<file path="src/rtl/fetch_queue.sv">
// fetch_queue: circular instruction buffer between fetch and decode.
// Define FETCH_QUEUE_BYPASS_EN to forward fetch straight to decode when empty.
module fetch_queue #(
  parameter  int DEPTH = 4,
  localparam int PTR_W = $clog2(DEPTH)
) (
  input  logic             clk,
  input  logic             rst_n,
  input  logic             flush,
  input  logic             in_valid,
  output logic             in_ready,
  input  logic [31:0]      in_instr,
  input  logic [31:0]      in_pc,
  output logic             out_valid,
  input  logic             out_ready,
  output logic [31:0]      out_instr,
  output logic [31:0]      out_pc,
  output logic [PTR_W:0]   count
);

  localparam logic [PTR_W:0] FULL = (PTR_W+1)'(DEPTH);

  logic [31:0]      mem_instr [DEPTH];
  logic [31:0]      mem_pc    [DEPTH];
  logic [PTR_W-1:0] wr_ptr;
  logic [PTR_W-1:0] rd_ptr;
  logic             live;
  logic             empty;
  logic             full;
  logic             push;
  logic             pop;
  logic             bypass;
  logic             store;
  logic             deq;

  assign empty    = (count == '0);
  assign full     = (count == FULL);

  // live holds off acceptance until the first edge that sees rst_n high
  assign in_ready = rst_n & live & ~full & ~flush;
  assign push     = in_valid & in_ready;

`ifdef FETCH_QUEUE_BYPASS_EN
  assign bypass   = empty & push;
`else
  assign bypass   = 1'b0;
`endif

  assign out_valid = rst_n & ~flush & (~empty | bypass);
  assign pop       = out_valid & out_ready;

  // a forwarded entry taken by decode never touches storage
  assign store     = push & ~(bypass & out_ready);
  assign deq       = pop & ~bypass;

  always_comb begin
    out_instr = '0;
    out_pc    = '0;
    unique case (1'b1)
      bypass: begin
        out_instr = in_instr;
        out_pc    = in_pc;
      end
      out_valid & ~empty: begin
        out_instr = mem_instr[rd_ptr];
        out_pc    = mem_pc[rd_ptr];
      end
      default: ;
    endcase
  end

  always_ff @(posedge clk) begin
    live <= rst_n;
    if (!rst_n || flush) begin
      wr_ptr <= '0;
      rd_ptr <= '0;
      count  <= '0;
    end else begin
      if (store) wr_ptr <= wr_ptr + 1'b1;
      if (deq)   rd_ptr <= rd_ptr + 1'b1;
      unique case ({store, deq})
        2'b10:   count <= count + 1'b1;
        2'b01:   count <= count - 1'b1;
        default: ;
      endcase
    end
  end

  always_ff @(posedge clk) begin
    if (store) begin
      mem_instr[wr_ptr] <= in_instr;
      mem_pc[wr_ptr]    <= in_pc;
    end
  end

endmodule

</file>
<file path="config.mk">
export PLATFORM = sky130hd
export DESIGN_NAME = fetch_queue
export DESIGN_NICKNAME = d
export VERILOG_FILES = /design/src/rtl/fetch_queue.sv
export SDC_FILE = /design/constraint.sdc
export NUM_CORES = 1
export LEC_CHECK = 0
export CAP_MARGIN = 0
export CORE_UTILIZATION = 40
export DETAILED_ROUTE_END_ITERATION = 6
export GPL_TIMING_DRIVEN = 0
export MAX_ROUTING_LAYER = met4
export SYNTH_ARGS = -nofsm -noshare
export SYNTH_HDL_FRONTEND = slang
export SYNTH_SLANG_ARGS = --single-unit
</file>
<file path="constraint.sdc">
create_clock -name clk -period 3.49 [get_ports clk]
set_input_delay 0.698 -clock clk [delete_from_list [all_inputs] [get_ports clk]]
set_output_delay 0.698 -clock clk [all_outputs]
set_load 0.005 [all_outputs]
</file>
==> impl_metrics.py <==
metrics = {
    "outcome": {
        "status": "finished, final reports clean",
    },
    "timing": {
        "rsz0062_at_grt": "false",
        "fin_crit_ps": 3410,
        "hold_viol_final": 0,
        "worst_slack_ps": 82.3,
        "fin_skew_ps": 17.0,
        "hold_ws_ps": 511,
        "setup_viol": 0,
        "drv_slew": 0,
        "post-route-period-util_pct": 97.6,
        "slew_headroom_pct": 64.1,
        "fmax_mhz": 293,
        "worst_slew_pin_slew_ps": 538,
    },
    "final_layout": {
        "nFillCells": 2042,
        "multi_input_area_mm2": 0.00218,
        "final_common_cell": "edfxtp_1",
        "syn_to_final_growth_pct": 27.3,
        "final_cell_mix": "256 x edfxtp_1, 135 x clkdlybuf4s50_1, 65 x and2_1",
        "final_cell_area_mm2": 0.0130,
        "layout.nets": 708,
        "seq_area_mm2": 0.00789,
        "drive_gt1_share_pct": 21.1,
    },
    "synth": {
        "ys_ff_latch": 266,
        "yosys_warnings": 0,
        "syn_area_per_cell_um2": 22.1,
        "synth_area_mm2": 0.0102,
        "synth_fp_nets": 538,
        "netlist_instances": 463,
        "synth-seq-area-share_pct": 77.2,
        "yosysUniqueCellTypes": 30,
    },
    "route": {
        "postRouteAntennaNets": 0,
        "via_count": 4935,
        "firstDrtPassIters": 4,
        "drt-total-wl_mm": 19.5,
        "drc": 0,
        "first_iter_violations": 247,
        "wire_per_inst_um": 19.8,
        "via_per_inst": 5.01,
    },
    "worst_hold_path": {
        "worstHoldPathType": "reg -> reg",
    },
    "placed_design": {
        "io_buffers": 137,
        "gp_congestion": 0.719,
        "place_ws_ps": -319,
        "placed_cell_area_mm2": 0.0121,
        "hpwlAfterDp_mm": 11.6,
    },
    "pwr": {
        "total_power_mw": 6.42,
        "ir_worst_vdd_mv": 0.419,
        "p_leak_nw": 4.16,
        "cellPowerDensity_mw_per_mm2": 493,
    },
    "clock_network": {
        "clockBufferDepth": 3,
        "ctsHoldBuffers": 0,
        "clkTransAtPathRegs_ps": 60,
        "cts_max_level": 1,
        "cts_root_buffer": "clkbuf_16",
        "cts.sinks": 266,
        "cts_made_buffers": 27,
        "cts_tree": "built",
        "worstSkewPairLatency_ps": 530,
    },
    "setup_path": {
        "cp_max_fo": 10,
        "path_class": "in -> out",
        "cp.arrival_ps": 2710,
        "crit_path_end_kind": "output pin",
        "required_ps": 2790,
        "cp-start-kind": "input pin",
    },
    "job": {
        "max_cap_viol_count": 0,
    },
    "die": {
        "num_rows": 58,
        "core_area_mm2": 0.0251,
        "die_x_um": 162,
        "die_y_um": 162,
        "start_util_pct": 40.7,
        "ios": 138,
        "die-area_mm2": 0.0262,
    },
    "global_route": {
        "grt_pass1_wl_mm": 30.0,
        "grt_util_all_layers_pct": 15.7,
        "grt.overflow.total": 0,
        "antenna_found_initial": 1,
        "grt_pass1_vias": 5336,
        "grt_max_degree": 36,
    },
}
## flip-flops by register name (all words and copies together), names as in the netlist, named ones only
register   count
mem_instr    128
mem_pc       128
count          3
rd_ptr         2
wr_ptr         2
live           1
## critical path: stages
cell and delay (ps):
clkdlybuf4s50_1 430, nand2b_1 150, buf_2 170, nor2_4 180, buf_6 170, buf_4 180
and2_1 200, clkdlybuf4s50_1 520
## logic make-up after synthesis
group | synth area share (%)
AOI/OAI and AO/OA | 0.478
xor gates and xnor gates | 0.343
adders and majority gates | 0.808
buffers and inverters | 1.79
DFF | 77.2
muxes | 14.2
and+or+nand+nor | 5.18
## timing repair
| item | in CTS | in global routing |
|---|---|---|
| setup buffers | 0 | 0 |
| pin swaps | 0 | 0 |
| resized for setup | 8 | 5 |
| setup endpoints to repair | 60 | 27 |
## synthesized netlist by cell type (all sizes together)
master / number / share of area (%)
nor2: 7 / 0.26
o31ai: 2 / 0.20
and2: 66 / 4.1
nand2: 1 / 0.037
edfxtp: 256 / 75
nand3: 2 / 0.098
mux4: 64 / 14
nand2b: 1 / 0.061
and4b: 1 / 0.098
nor2b: 1 / 0.061
clkbuf: 3 / 0.12
o311ai: 1 / 0.086
xor2: 4 / 0.34
or3: 1 / 0.061
and3: 5 / 0.31
ha: 5 / 0.61
buf: 20 / 1.4
or3b: 1 / 0.086
dfxtp: 10 / 2.0
inv: 6 / 0.22
o21ai: 2 / 0.098
fa: 1 / 0.20
nor3: 1 / 0.049
a21oi: 2 / 0.098
## final timing paths
path,start,endpoint,slack [ps],cells past startpoint
worst max-delay path,flush,out_instr[21],80,8
worst min register to register,wr_ptr[0]$_SDFFE_PP0P_,wr_ptr[0]$_SDFFE_PP0P_,510,2
worst min-delay path,wr_ptr[0]$_SDFFE_PP0P_,wr_ptr[0]$_SDFFE_PP0P_,510,2
worst max register to register,count[2]$_SDFFE_PP0P_,count[2]$_SDFFE_PP0P_,1000,10
## area by class of cell
| type | count | area share [%] |
|---|---|---|
| Multi-Input combinational cell | 168 | 16.7 |
| Clock inverter | 11 | 0.673 |
| Timing Repair Buffer | 141 | 11.3 |
| Antenna cell | 1 | 0.0192 |
| Tap cell | 330 | 3.17 |
| Buffer | 23 | 1.38 |
| Clock buffer | 39 | 5.92 |
| Inverter | 6 | 0.173 |
| Sequential cell | 266 | 60.6 |
## per-stage QoR
step	instances	TNS [ps]	util [%]
floorplan	463	0	-
global placement	930	-353270	47.8
detailed placement	934	-12870	48.3
CTS	984	0	51.8
global route	985	0	51.8
finish	985	0	51.8
## layer usage
metal	routed length, um	track usage (%)	vias up
li1	-	-	2220
met1	7990	19.0	2562
met2	9920	26.8	124
met3	1120	3.47	29
met4	431	3.77	0
met5	0	-	-
## power by group
group	total (mW)	internal [mW]	leakage, nW	switching, mW
registers	3.52	3.52	2.39	0.00446
logic	0.158	0.0940	1.34	0.0637
clock network	2.74	1.61	0.431	1.13
Power figures use the tool's default switching activity.
